`src/rtl/riscv_m_pkg.sv`:
```
// Shared RV32M definitions: funct3 codes, FSM state encoding and operand sign conditioning.
package riscv_m_pkg;

    localparam int XLEN = 32;

    localparam logic [2:0] F3_MUL    = 3'b000;
    localparam logic [2:0] F3_MULH   = 3'b001;
    localparam logic [2:0] F3_MULHSU = 3'b010;
    localparam logic [2:0] F3_MULHU  = 3'b011;
    localparam logic [2:0] F3_DIV    = 3'b100;
    localparam logic [2:0] F3_DIVU   = 3'b101;
    localparam logic [2:0] F3_REM    = 3'b110;
    localparam logic [2:0] F3_REMU   = 3'b111;

    typedef enum logic [1:0] {
        S_IDLE = 2'd0,
        S_CALC = 2'd1,
        S_FIX  = 2'd2,
        S_DONE = 2'd3
    } state_t;

    // Returns {negative, magnitude}; the magnitude of the most negative value still fits in XLEN bits.
    function automatic logic [XLEN:0] abs_sign(input logic [XLEN-1:0] v, input logic is_signed);
        logic neg;
        neg = is_signed & v[XLEN-1];
        return {neg, (neg ? -v : v)};
    endfunction

endpackage

```
`src/rtl/muldiv_unit.sv`:
```
// Iterative RV32M multiply/divide unit: 34-cycle start-to-done, one op in flight, start ignored while busy.
// Optional MULDIV_EARLY_OUT_EN: divide-by-zero and signed overflow skip the iteration (done 2 cycles after accept).
module muldiv_unit #(
    parameter int XLEN  = 32,
    parameter int CNT_W = 5
) (
    input  logic            clk,
    input  logic            reset,
    input  logic            start,
    input  logic            kill,
    input  logic [2:0]      funct3,
    input  logic [XLEN-1:0] op_a,
    input  logic [XLEN-1:0] op_b,
    input  logic [4:0]      rd_in,
    output logic            ready,
    output logic            busy,
    output logic            done,
    output logic            wb_en,
    output logic [4:0]      rd_out,
    output logic [XLEN-1:0] result
);
    import riscv_m_pkg::*;

    localparam logic [XLEN-1:0] MIN_NEG = {1'b1, {(XLEN-1){1'b0}}};

    state_t            state_q, state_d;
    logic [CNT_W-1:0]  cnt_q;
    logic [2:0]        f3_q;
    logic [4:0]        rd_q;
    logic [XLEN-1:0]   mcand_q;
    logic [XLEN-1:0]   a_raw_q;
    logic [2*XLEN-1:0] acc_q;
    logic              sign_a_q, sign_b_q, div_zero_q, div_ovf_q;

    logic            accept, take_early;
    logic            a_signed, b_signed, in_zero, in_ovf;
    logic [XLEN:0]   a_cond, b_cond;

    assign ready  = (state_q == S_IDLE) || (state_q == S_DONE);
    assign busy   = (state_q == S_CALC) || (state_q == S_FIX);
    assign done   = (state_q == S_DONE);
    assign wb_en  = done;
    assign accept = ready & start & ~kill;

    assign a_signed = (funct3 == F3_MULH) || (funct3 == F3_MULHSU) ||
                      (funct3 == F3_DIV)  || (funct3 == F3_REM);
    assign b_signed = (funct3 == F3_MULH) || (funct3 == F3_DIV) || (funct3 == F3_REM);
    assign a_cond   = abs_sign(op_a, a_signed);
    assign b_cond   = abs_sign(op_b, b_signed);
    assign in_zero  = funct3[2] && (op_b == '0);
    assign in_ovf   = ((funct3 == F3_DIV) || (funct3 == F3_REM)) &&
                      (op_a == MIN_NEG) && (op_b == '1);

`ifdef MULDIV_EARLY_OUT_EN
    assign take_early = in_zero | in_ovf;
`else
    assign take_early = 1'b0;
`endif

    // acc holds {hi, lo}: product accumulator / multiplier for MUL*, remainder / quotient for DIV*.
    logic [XLEN:0]     mul_sum;
    logic [XLEN:0]     rem_sh;
    logic [XLEN-1:0]   rem_diff;
    logic [2*XLEN-1:0] acc_step;

    always_comb begin
        mul_sum  = {1'b0, acc_q[2*XLEN-1:XLEN]} + (acc_q[0] ? {1'b0, mcand_q} : '0);
        rem_sh   = acc_q[2*XLEN-1:XLEN-1];
        rem_diff = rem_sh[XLEN-1:0] - mcand_q;
        acc_step = {mul_sum, acc_q[XLEN-1:1]};
        if (f3_q[2]) begin
            if (rem_sh >= {1'b0, mcand_q})
                acc_step = {rem_diff, acc_q[XLEN-2:0], 1'b1};
            else
                acc_step = {rem_sh[XLEN-1:0], acc_q[XLEN-2:0], 1'b0};
        end
    end

    logic [2*XLEN-1:0] prod_fix;
    logic [XLEN-1:0]   quot_fix, rem_fix, fix_val;

    always_comb begin
        prod_fix = (sign_a_q ^ sign_b_q) ? -acc_q : acc_q;
        quot_fix = (sign_a_q ^ sign_b_q) ? -acc_q[XLEN-1:0] : acc_q[XLEN-1:0];
        rem_fix  = sign_a_q ? -acc_q[2*XLEN-1:XLEN] : acc_q[2*XLEN-1:XLEN];
        fix_val  = '0;
        case (f3_q)
            F3_MUL:                       fix_val = prod_fix[XLEN-1:0];
            F3_MULH, F3_MULHSU, F3_MULHU: fix_val = prod_fix[2*XLEN-1:XLEN];
            F3_DIV, F3_DIVU:              fix_val = div_zero_q ? '1 : (div_ovf_q ? MIN_NEG : quot_fix);
            F3_REM, F3_REMU:              fix_val = div_zero_q ? a_raw_q : (div_ovf_q ? '0 : rem_fix);
            default:                      fix_val = '0;
        endcase
    end

    always_comb begin
        state_d = state_q;
        case (state_q)
            S_IDLE, S_DONE: state_d = start ? (take_early ? S_FIX : S_CALC) : S_IDLE;
            S_CALC:         if (cnt_q == '1) state_d = S_FIX;
            S_FIX:          state_d = S_DONE;
            default:        state_d = S_IDLE;
        endcase
        if (kill)
            state_d = S_IDLE;
    end

    always_ff @(posedge clk or posedge reset) begin
        if (reset) begin
            state_q    <= S_IDLE;
            cnt_q      <= '0;
            f3_q       <= '0;
            rd_q       <= '0;
            mcand_q    <= '0;
            a_raw_q    <= '0;
            acc_q      <= '0;
            sign_a_q   <= 1'b0;
            sign_b_q   <= 1'b0;
            div_zero_q <= 1'b0;
            div_ovf_q  <= 1'b0;
            rd_out     <= '0;
            result     <= '0;
        end else begin
            state_q <= state_d;
            if (accept) begin
                cnt_q      <= '0;
                f3_q       <= funct3;
                rd_q       <= rd_in;
                a_raw_q    <= op_a;
                mcand_q    <= b_cond[XLEN-1:0];
                acc_q      <= {{XLEN{1'b0}}, a_cond[XLEN-1:0]};
                sign_a_q   <= a_cond[XLEN];
                sign_b_q   <= b_cond[XLEN];
                div_zero_q <= in_zero;
                div_ovf_q  <= in_ovf;
            end else if (state_q == S_CALC) begin
                cnt_q <= cnt_q + CNT_W'(1);
                acc_q <= acc_step;
            end
            // A flush during FIX must leave the architectural outputs untouched.
            if ((state_q == S_FIX) && !kill) begin
                result <= fix_val;
                rd_out <= rd_q;
            end
        end
    end

endmodule

```
`config.mk`:
```
export PLATFORM = sky130hd
export DESIGN_NAME = muldiv_unit
export DESIGN_NICKNAME = d
export VERILOG_FILES = /design/src/rtl/riscv_m_pkg.sv /design/src/rtl/muldiv_unit.sv
export SDC_FILE = /design/constraint.sdc
export NUM_CORES = 1
export LEC_CHECK = 0
export CAP_MARGIN = 20
export CELL_PAD_IN_SITES_DETAIL_PLACEMENT = 0
export CELL_PAD_IN_SITES_GLOBAL_PLACEMENT = 2
export CORE_MARGIN = 5
export CORE_UTILIZATION = 36
export DETAILED_ROUTE_END_ITERATION = 7
export PLACE_DENSITY_LB_ADDON = 0.2
export SYNTH_ARGS = -nofsm -noshare
export SYNTH_HDL_FRONTEND = slang
export SYNTH_SLANG_ARGS = --single-unit
```
`constraint.sdc`:
```
create_clock -name clk -period 7.61 [get_ports clk]
set_input_delay 1.1415 -clock clk [delete_from_list [all_inputs] [get_ports clk]]
set_output_delay 1.1415 -clock clk [all_outputs]
set_load 0.005 [all_outputs]
```
# ---- Word-level counts from Yosys, hierarchy flattened
# Cells that the tools add are included.
dict set report totals {
  register_bits 184
  input_bits 76
  out_inout_bits 41
}
dict set report classes {
  addsub 8
  n_lt_le_gt_ge 1
  n_eq_ne 18
  muxes 21
  bitwise 6
  reduce_logical 21
}
# cell count
set op_table {}
lappend op_table {{two-way mux 64 bit} 5}
lappend op_table {{two-way mux 32 bit} 9}
lappend op_table {{negation 32 bit} 4}
lappend op_table {{one-hot mux 32 bit (4 select lines)} 1}
lappend op_table {{== test 32 bit, second input constant} 2}
lappend op_table {{negation 64 bit} 1}
lappend op_table {{adder 32 x 32 -> 33 bit} 1}
lappend op_table {{>= comparator 33 x 32 -> 1 bit} 1}
lappend op_table {{zero test 32 bit} 1}
lappend op_table {{subtractor 32 bit} 1}
lappend op_table {{== test 3 bit, second input constant} 6}
lappend op_table {{two-way mux 5 bit} 2}
lappend op_table {{== test 3 x 2 -> 1 bit, second input constant} 3}
lappend op_table {{logical OR 1 bit} 8}
lappend op_table {{== test 3 x 1 -> 1 bit, second input constant} 2}
lappend op_table {{one-hot mux 2 bit (3 select lines)} 1}
lappend op_table {{OR reduction 2 bit} 3}
lappend op_table {{adder 5 x 1 -> 5 bit, second input constant} 1}
lappend op_table {{== test 5 bit, second input constant} 1}
lappend op_table {{AND 1 bit} 4}
lappend op_table {{== test 2 bit, second input constant} 2}
lappend op_table {{logical AND 1 bit} 4}
lappend op_table {{two-way mux 2 bit} 2}
lappend op_table {{zero test 3 bit} 1}
lappend op_table {{9 further kinds} 9}

# ---- Longest topological paths before layout
# Gate-level depths: netlist (run 1).
dict set report logic_depth {
  ltp_word 7
  ltp_mapped 14
  ltp_nobuf 13
}

# ---- Worst setup path before layout (run 1)
# Ideal clock, no wire load.
dict set report synth_timing {
  path_type {input to register}
  startpoint {in op_a[9]}
  endpoint {reg acc_q[30]}
  setup_time_ps 126
  t_arrival_ps 3560
  required_time_ps 7484
  setup_slack_ps 3924
  path_stages 9
  cell_sequence {or4_4 or3_4 or3_4 or3_4 nor3_4 nand2_2 nor3_2 nor3_1 o32a_1}
}
dict set report synth_between {
  elab_chain_len 3
}
# element line
set synth_rtl {}
lappend synth_rtl {{start, declared} muldiv_unit.sv:12} ;# input logic [XLEN-1:0] op_a,
lappend synth_rtl {{negation 32 bit} riscv_m_pkg.sv:26} ;# return {neg, (neg ? -v : v)};
lappend synth_rtl {{two-way mux 32 bit} riscv_m_pkg.sv:26}
lappend synth_rtl {{two-way mux 64 bit} muldiv_unit.sv:125} ;# if (accept) begin
lappend synth_rtl {{end signal, assigned} muldiv_unit.sv:131} ;# acc_q <= {{XLEN{1'b0}}, a_cond[XLEN-1:0]};
lappend synth_rtl {{end signal, assigned} muldiv_unit.sv:138} ;# acc_q <= acc_step;
lappend synth_rtl {{end, declared} muldiv_unit.sv:32} ;# logic [2*XLEN-1:0] acc_q;
# Every way passes these cells.
# A chain may end at the register's enable or synchronous reset.

# ---- Worst setup path in the final report (run 1)
dict set report layout_timing {
  startpoint {reg acc_q[40]}
  endpoint {reg acc_q[63]}
}
dict set report layout_between {
  elab_chain_len 5
  word_cells_on_any_way 7
  classes_between {2 x add/sub; 1 x order compare; 4 x mux}
}
# element line
set layout_rtl {}
lappend layout_rtl {{subtractor 32 bit or >= comparator 33 x 32 -> 1 bit (tied branches)} {muldiv_unit.sv:69, muldiv_unit.sv:72}}
lappend layout_rtl {{two-way mux 64 bit} muldiv_unit.sv:72} ;# if (rem_sh >= {1'b0, mcand_q})
lappend layout_rtl {{two-way mux 64 bit *} muldiv_unit.sv:71} ;# if (f3_q[2]) begin
lappend layout_rtl {{two-way mux 64 bit *} muldiv_unit.sv:136} ;# end else if (state_q == S_CALC) begin
lappend layout_rtl {{two-way mux 64 bit *} muldiv_unit.sv:125}
# Mark *: on every way between the ends. The rest lies on a longest branch, timed or not. The select of a mux whose other input is x is not followed.

==> results_dict.tcl, run 1 <==
set metrics [dict create \
    cts_made_buffers 17 \
    die_y_microns 222 \
    critical-path-top-delay-family "compound AO/OA/AOI/OAI gates" \
    tightest_slew_ns 1.11 \
    leakage_nw 7.63 \
    post_synth_num_cell_types 84 \
    yosys.area.top_type "dfrtp_1" \
    post_cts_resized 0 \
    ant_nets 0 \
    area_delta_synth_final_pct 13.9 \
    antenna_cells 0 \
    core_sq_um 44400 \
    ys_ff_latch 184 \
    whs_ns 0.468 \
    cp.required_ns 8.01 \
    yosysSeqAreaShare_pct 28.4 \
    yosysWarnings 0 \
    drive_above_1_share_pct 5.52 \
    timing.fmax_mhz 213 \
    yosys.area.top_type_share_pct 28.4 \
    wire_per_inst_microns 24.0 \
    synth_most_common_cell "nand2_1" \
    firstDrtPassIters 6 \
    drt_wl_total_mm 66.0 \
    rsz0062_at_grt "no" \
    cts.hold.buffers_added 0 \
    row_count 77 \
    setup_violations 0 \
    peakVddDrop_v 0.000208 \
    synth_flop_cell "dfrtp_1" \
    cp_max_fo 19 \
    grt_max_degree 116 \
    grt_usage_pct 26.2 \
    arrival_ns 5.09 \
    ys_async_sr_fraction_pct 100 \
    via_count 16500 \
    gp_congestion 0.941 \
    syn_nets 2275 \
    avgSynthCellArea_sq_um 7.64 \
    grt_first_pass_wirelength_mm 101 \
    hold_path.class "register to register" \
    cts_max_level 4 \
    grt_pass1_vias 15900 \
    crit_buf_inv 1 \
    finalCritPeriodShare_pct 61.6 \
    utilization_pct 41.6 \
    hpwl_mm 49.3 \
    max-cap-violations 0 \
    cts_sinks 184 \
    endpoint_kind "register" \
    clkTransAtPathRegs_ns 0.08 \
    dieArea_sq_um 49400 \
    die_w_microns 222 \
    nFillCells 4574 \
    antenna_found_initial 2 \
    critPathKind "register to register" \
    hold_viol 0 \
    io_buffers 116 \
    synth_cells 2123 \
    cts_root_buf "clkbuf_16" \
    synthTopCellsByArea "dfrtp_1, nand2_1, o21ai_0" \
    power_per_cell_area_nw_per_um2 514 \
    ioPinCount 117 \
    nNetsFinal 2297 \
    max-slew-margin-rel_pct 25.4 \
    min_period_ns 4.69 \
    post_cts_buffers 0 \
    cts_tree "yes" \
    finalMaxSlewViolations 0 \
    drc 0 \
    grt_overflow 0 \
    synth_edf_count 0 \
    clock_latency_ns 0.51 \
    clk_path_buf_depth 2 \
    crit_chain "ha_1, nand4_1, or3b_2, a31oi_1, o211ai_1, o31ai_2, a21oi_2, buf_4, nor2_2, o311ai_0, a211oi_1" \
    max_stage_delay_ns 0.80 \
    cp-start-kind "register" \
    setup-tns-final_ns 0 \
    first_iter_violations 1779 \
    regToRegSetupSlack_ns 2.92 \
    viasPerCell 6.01 \
    status "finished clean" \
    initial_utilization_pct 36.5 \
    crit_slowest_cell "nor2_2" \
    skew_ns 0.0157 \
    syn-cell-area_sq_um 16200 \
    synth_common_cells "nand2_1, o21ai_0, dfrtp_1" \
]
==> routing by layer <==
layer	part of all wire [%]	vias to the layer above	track usage [%]	routed length (microns)
met2	41	699	37.7	27300
met1	48	7977	39.2	31500
met4	2.6	4	7.58	1700
met3	8.3	115	5.77	5470
li1	-	7726	-	-
met5	0.041	-	0	27
==> kinds of logic (layout without fill, tap and decap cells) <==
group | after synthesis | in the layout | synth area share [%]
AO/OA/AOI/OAI | 676 | 676 | 26.3
XOR/XNOR | 174 | 174 | 9.39
adder cells (fa/ha/maj) | 76 | 76 | 5.95
buffers and inverters | 217 | 251 | 5.13
flip-flops | 184 | 184 | 28.4
multiplexers | 47 | 47 | 2.91
AND/OR/NAND/NOR | 749 | 749 | 21.9
==> final timing paths <==
check                      startpoint        end  depth (start not counted)
max                         acc_q[40]  acc_q[63]                         11
min                           rd_q[4]  rd_out[4]                          2
max reg2reg                 acc_q[40]  acc_q[63]                         11
min reg2reg                   rd_q[4]  rd_out[4]                          2
max in group asynchronous       reset    f3_q[2]                          3
min in group asynchronous       reset  rd_out[0]                          2
==> registers in the layout, summed over array words and instances, names as in the netlist, 2 cells and up <==
name     flops
f3_q         3
rd_out       5
cnt_q        5
state_q      2
rd_q         5
a_raw_q     32
mcand_q     32
acc_q       64
result      32
==> area by class of cell <==
| class | count | area (sq um) | share of cell area (%) |
|---|---|---|---|
| multi-input cells | 1722 | 10800 | 58.7 |
| inverters | 76 | 293 | 1.58 |
| clock buffers | 22 | 474 | 2.57 |
| repair buffers | 144 | 1370 | 7.42 |
| clock inverters | 9 | 140 | 0.759 |
| well taps | 592 | 741 | 4.01 |
| flip-flops and latches | 184 | 4610 | 24.9 |
==> worst reg2reg max path, stage by stage, from the launching register on <==
cell and delay, ns:
dfrtp_1 0.59, ha_1 0.50, nand4_1 0.17, or3b_2 0.47, a31oi_1 0.31, o211ai_1 0.27
o31ai_2 0.57, a21oi_2 0.12, buf_4 0.22, nor2_2 0.81, o311ai_0 0.26, a211oi_1 0.30
==> layout by cell type, fill, tap and decap left out, types with 33 or more instances in the layout <==
cell type	Yosys	layout
nand2_1	305	305
o21ai_0	211	211
dfrtp_1	184	183
nor2_1	154	152
a21oi_1	143	143
clkdlybuf4s50_1	0	116
xnor2_1	98	97
xor2_1	76	75
inv_1	75	74
ha_1	74	73
nor3_1	71	68
a31oi_1	48	47
mux2i_1	46	46
nand3_1	36	36
a21o_1	36	36
o31ai_1	33	33
==> report_power, final <==
part           internal [W]  total, W  leakage, nW  switching (W)
clock              0.000545  0.000994        0.299       0.000449
sequential          0.00143   0.00218         2.28       0.000756
combinational       0.00239   0.00631         5.05        0.00392
total               0.00436   0.00949         7.63        0.00513
==> metrics by stage <==
| step | cells | cell area, sq um | worst slack (ns) | total power (W) |
|---|---|---|---|---|
| 6_report | 2749 | 18500 | 2.92 | 0.00949 |
| 4_1_cts | 2748 | 18500 | 3.05 | 0.00938 |
| 3_5_place_dp | 2717 | 17900 | 3.11 | 0.00836 |
| 2_1_floorplan | 2123 | 16200 | 1.47 | 0.00617 |
| 5_1_grt | 2749 | 18500 | 2.77 | 0.0102 |
| 3_3_place_gp | 2716 | 17800 | 3.22 | 0.00834 |
Note: power is estimated with default switching activity, not from simulation.
==> run 2: changes to the inputs <==
==> constraint.sdc (replaced) <==
create_clock -name clk -period 4.5 [get_ports clk]
set_input_delay 0.675 -clock clk [delete_from_list [all_inputs] [get_ports clk]]
set_output_delay 0.675 -clock clk [all_outputs]
set_load 0.005 [all_outputs]
==> run 2 against run 1 <==
Compared with the run above: highest routed layer is now met4; die area unchanged; critical path depth up 1; cell count up 1.2%; critical path type unchanged; largest power group unchanged; register-to-register slack worse by 2.3 ns; total power up 72%; hold slack better by 0.0043 ns.
==> results_dict.tcl, run 2 (synthesis results as in run 1) <==
set metrics [dict create \
    cp.required_ns 4.84 \
    drc 0 \
    rsz0062_at_grt "no" \
    cts_root_buf "clkbuf_16" \
    core_sq_um 44400 \
    antenna_found_initial 0 \
    drive_above_1_share_pct 6.94 \
    largest_register_ffs 64 \
    finalMaxSlewViolations 0 \
    cp_max_fo 10 \
    clk_path_buf_depth 2 \
    setup-tns-final_ns 0 \
    cts.hold.buffers_added 0 \
    min-delay-start "rd_q[2]" \
    crit_chain "ha_1, nand4_1, or3b_2, a31oi_1, o211ai_1, o31ai_2, buf_4, a21oi_2, nor2_1, buf_4, mux2i_1, a31oi_1" \
    hold_path.class "register to register" \
    first_iter_violations 1696 \
    area_delta_synth_final_pct 15.5 \
    post_cts_resized 0 \
    antenna_cells 0 \
    min_period_ns 3.91 \
    seqPwrFrac_pct 22.4 \
    place_ws_ns 0.636 \
    hpwl_mm 50.6 \
    finalWorstSetupSlack_ns 0.591 \
    regMostFlops "acc_q" \
    finalCritPeriodShare_pct 86.9 \
    wire_per_inst_microns 23.8 \
    grt_max_degree 87 \
    status "finished clean" \
    critPathKind "register to register" \
    peakVddDrop_v 0.000351 \
    grt_pass1_vias 16000 \
    arrival_ns 4.25 \
    die_y_microns 222 \
    post_cts_buffers 0 \
    cp-start-kind "register" \
    firstDrtPassIters 5 \
    crit_start "acc_q[38]" \
    setup_violations 0 \
    finalPower_w 0.0163 \
    viasPerCell 5.90 \
    tightest_slew_ns 0.820 \
    layout_commonest_cell "nand2_1" \
    utilization_pct 42.2 \
    crit_slowest_cell "dfrtp_1" \
    hold_viol 0 \
    leakage_nw 7.80 \
    drt_wl_total_mm 66.3 \
    endpoint_kind "register" \
    die_w_microns 222 \
    cts_max_level 4 \
    gp_congestion 0.917 \
    swShare_pct 53.8 \
    via_count 16400 \
    whs_ns 0.472 \
    grt_usage_pct 26.3 \
    cts_tree "yes" \
    ant_nets 0 \
    grt_overflow 0 \
    clkTransAtPathRegs_ns 0.08 \
    max-slew-margin-rel_pct 45.2 \
    power_frac_comb_pct 67.2 \
    row_count 77 \
    power_per_cell_area_nw_per_um2 869 \
    dieArea_sq_um 49400 \
    timing.fmax_mhz 256 \
    clock_latency_ns 0.50 \
    max_stage_delay_ns 0.59 \
    p_int_w 0.00752 \
    p_clk_share_pct 10.4 \
    cts_sinks 184 \
    layout_common_cells "nand2_1, o21ai_0, dfrtp_1, nor2_1, a21oi_1" \
    ioPinCount 117 \
    io_buffers 116 \
    skew_ns 0.0170 \
    switchingPower_w 0.00876 \
    grt_first_pass_wirelength_mm 101 \
    cts_made_buffers 17 \
    initial_utilization_pct 36.5 \
    max-cap-violations 0 \
    timing.rr.start "acc_q[38]" \
    nNetsFinal 2329 \
]
[run 2: changes by cell type in the layout (fill, tap and decap cells not counted), moves of 2 or more]
cell and delta:
clkbuf_8 -3, clkbuf_1 -2, inv_6 +2, buf_12 +3, buf_4 +29, clkinv_2 +2
[run 2: stage by stage]
step / instances / instance area, sq um
after detailed placement: 2750 / 18100
after floorplan: 2123 / 16200
after global routing: 2782 / 18700
after global placement: 2750 / 18100
final: 2782 / 18700
after CTS: 2782 / 18700
[run 2: cell type report]
type | instances | area (sq um)
Clock buffer | 17 | 425
Clock inverter | 15 | 191
Fill cell | 4520 | 25700
Inverter | 76 | 289
Multi-Input combinational cell | 1722 | 10800
Sequential cell | 184 | 4610
Tap cell | 592 | 741
Timing Repair Buffer | 176 | 1650
[run 2: worst max-delay path: cells and delay by family (launching register included)]
family	cells	cell delay, ns
flip-flops	1	0.59
buffers and inverters	2	0.47
multiplexers	1	0.26
adder cells (fa/ha/maj)	1	0.52
AND/OR/NAND/NOR	3	0.85
AO/OA/AOI/OAI	5	1.06
[run 2: final timing paths]
kind,depth (start not counted),slack [ns],endpoint
worst max-delay path,12,0.59,acc_q[54]
worst min-delay path,2,0.47,rd_out[2]
worst max register to register,12,0.59,acc_q[54]
worst min register to register,2,0.47,rd_out[2]
max in group asynchronous,3,2.97,mcand_q[11]
min in group asynchronous,2,0.69,a_raw_q[13]
[run 2: power by group through the flow]
stage	Sequential, W	Combinational [W]	Clock (W)
6_report	0.00365	0.0109	0.00170
5_1_grt	0.00373	0.0119	0.00179
4_1_cts	0.00361	0.0108	0.00174
3_5_place_dp	0.00365	0.0107	0
3_3_place_gp	0.00362	0.0107	0
2_1_floorplan	0.00293	0.00750	0
[run 2: layer usage]
metal  GRT usage (%)  up-vias  part of all wire, %
met5               0        -                    0
li1                -     7791                    -
met4            6.86        0                  2.2
met2            37.7      637                   41
met1            39.8     7922                   49
met3            5.74       77                  7.5
==> run 3: changes to the inputs <==
--- a/config.mk
+++ b/config.mk
@@ -11,7 +11,9 @@
 export CORE_MARGIN = 5
 export CORE_UTILIZATION = 36
 export DETAILED_ROUTE_END_ITERATION = 7
+export HOLD_SLACK_MARGIN = 0.15
 export PLACE_DENSITY_LB_ADDON = 0.2
+export SLEW_MARGIN = 40
 export SYNTH_ARGS = -nofsm -noshare
 export SYNTH_HDL_FRONTEND = slang
 export SYNTH_SLANG_ARGS = --single-unit
==> run 3 against run 2 <==
Compared with the run above: setup slack better by 0.040 ns; routed wire length about the same; die area stayed put; clock skew fell by 0.0033 ns; clock power barely moved; first-iteration DRC count rose by 6.7%; via count is 0.43% higher; total power rose by 0.11%; combinational power about the same; critical path depth stayed put; sequential power about the same; maximum frequency grew 1.0%; critical endpoint unchanged; largest cell class unchanged.
==> results_dict.tcl, run 3 (synthesis results as in run 1) <==
set metrics [dict create \
    status "finished clean" \
    max-slew-margin-rel_pct 42.4 \
    setup_violations 0 \
    layout_commonest_cell "nand2_1" \
    rsz0062_at_grt "no" \
    drc 0 \
    drt_wl_total_mm 66.4 \
    cts_tree "yes" \
    initial_utilization_pct 36.5 \
    grt_overflow 0 \
    timing.fmax_mhz 258 \
    min_period_ns 3.87 \
    die_w_microns 222 \
    ant_nets 0 \
    hold_path_depth 2 \
    min-delay-start "rd_q[2]" \
    grt_usage_pct 26.3 \
    endpoint_kind "register" \
    die_y_microns 222 \
    area_delta_synth_final_pct 15.7 \
    arrival_ns 4.21 \
    hold_viol 0 \
    wire_per_inst_microns 23.9 \
    post_cts_resized 0 \
    rr_worst_depth 12 \
    cts_made_buffers 17 \
    gp_congestion 0.917 \
    peakVddDrop_v 0.000351 \
    post_cts_buffers 0 \
    cp.required_ns 4.84 \
    critPathKind "register to register" \
    setup-tns-final_ns 0 \
    layout_common_cells "nand2_1, o21ai_0, dfrtp_1, nor2_1, a21oi_1" \
    cp_max_fo 10 \
    timing.rr.start "acc_q[38]" \
    antenna_found_initial 0 \
    nFillCells 4520 \
    drive_above_1_share_pct 6.98 \
    hold_end "rd_out[2]" \
    grt_first_pass_wirelength_mm 101 \
    regToRegEndpoint "acc_q[54]" \
    multi_input_comb_area_sq_um 10800 \
    clk_path_buf_depth 2 \
    finalCritPeriodShare_pct 86.0 \
    via_count 16500 \
    cp-start-kind "register" \
    ioPinCount 117 \
    nNetsFinal 2330 \
    dieArea_sq_um 49400 \
    io_buffers 116 \
    row_count 77 \
    finalPower_w 0.0163 \
    grt_pass1_vias 16000 \
    firstDrtPassIters 5 \
    regToRegSetupSlack_ns 0.63 \
    max-cap-violations 0 \
    regMostFlops "acc_q" \
    cts_max_level 4 \
    hpwl_mm 50.6 \
    first_iter_violations 1810 \
    hold_path.class "register to register" \
    leakage_nw 7.81 \
    grt_max_degree 87 \
    skew_ns 0.0137 \
    regArea_sq_um 4610 \
    cts.hold.buffers_added 0 \
    finalMaxSlewViolations 0 \
    core_sq_um 44400 \
    cts_root_buf "clkbuf_16" \
    tightest_slew_ns 0.858 \
    clock_latency_ns 0.50 \
    cts_sinks 184 \
    power_per_cell_area_nw_per_um2 869 \
    viasPerCell 5.93 \
    clkTransAtPathRegs_ns 0.09 \
    antenna_cells 0 \
    largest_register_ffs 64 \
]
[run 3: worst max-delay path: stages, from the launching register on]
cell	delay (ns)
dfrtp_1	0.58
ha_1	0.51
nand4_1	0.20
or3b_2	0.47
a31oi_1	0.33
o211ai_1	0.26
o31ai_2	0.22
buf_4	0.19
a21oi_2	0.14
nor2_1	0.18
buf_4	0.28
mux2i_1	0.25
a31oi_1	0.10
[run 3: how the worst max path moves through the flow]
stage | start | to | slack, ns | cells past startpoint
after floorplan | acc_q[0] | acc_q[61] | 1.04 | 13
after global placement | op_a[7] | acc_q[30] | 0.67 | 10
after detailed placement | op_a[7] | acc_q[30] | 0.64 | 10
after CTS | acc_q[38] | acc_q[63] | 0.66 | 12
after global routing | acc_q[39] | acc_q[63] | 0.44 | 12
final | acc_q[38] | acc_q[54] | 0.63 | 12
[run 3: layer usage]
layer / global-route usage, % / up-vias / part of all wire (%)
li1: - / 7802 / -
met1: 39.8 / 8005 / 49
met2: 37.7 / 622 / 41
met3: 5.74 / 69 / 7.8
met4: 6.86 / 0 / 2.1
met5: 0 / - / 0
[run 3: where the power goes]
group	switching [W]	total, W	internal [W]	leakage [nW]
Clock	0.000806	0.00170	0.000891	0.308
Combinational	0.00673	0.0110	0.00423	5.22
Sequential	0.00124	0.00365	0.00241	2.28
Total	0.00878	0.0163	0.00753	7.81
[run 3: metrics by stage]
stage / hold slack, ns / worst slack (ns) / instances / utilization [%] / instance area [sq um]
after floorplan: 0.439 / 1.04 / 2123 / - / 16200
after global placement: 0.448 / 0.673 / 2750 / 40.8 / 18100
after detailed placement: 0.456 / 0.636 / 2750 / 40.8 / 18100
after CTS: 0.473 / 0.662 / 2782 / 42.2 / 18700
after global routing: 0.496 / 0.443 / 2783 / 42.3 / 18800
final: 0.467 / 0.631 / 2783 / 42.3 / 18800
[run 3: area by class of cell]
type                    instances  area share, %
inverters                      76           1.54
multi-input cells            1722           57.8
flip-flops and latches        184           24.6
repair buffers                177           8.91
clock inverters                15           1.02
well taps                     592           3.95
clock buffers                  17           2.27
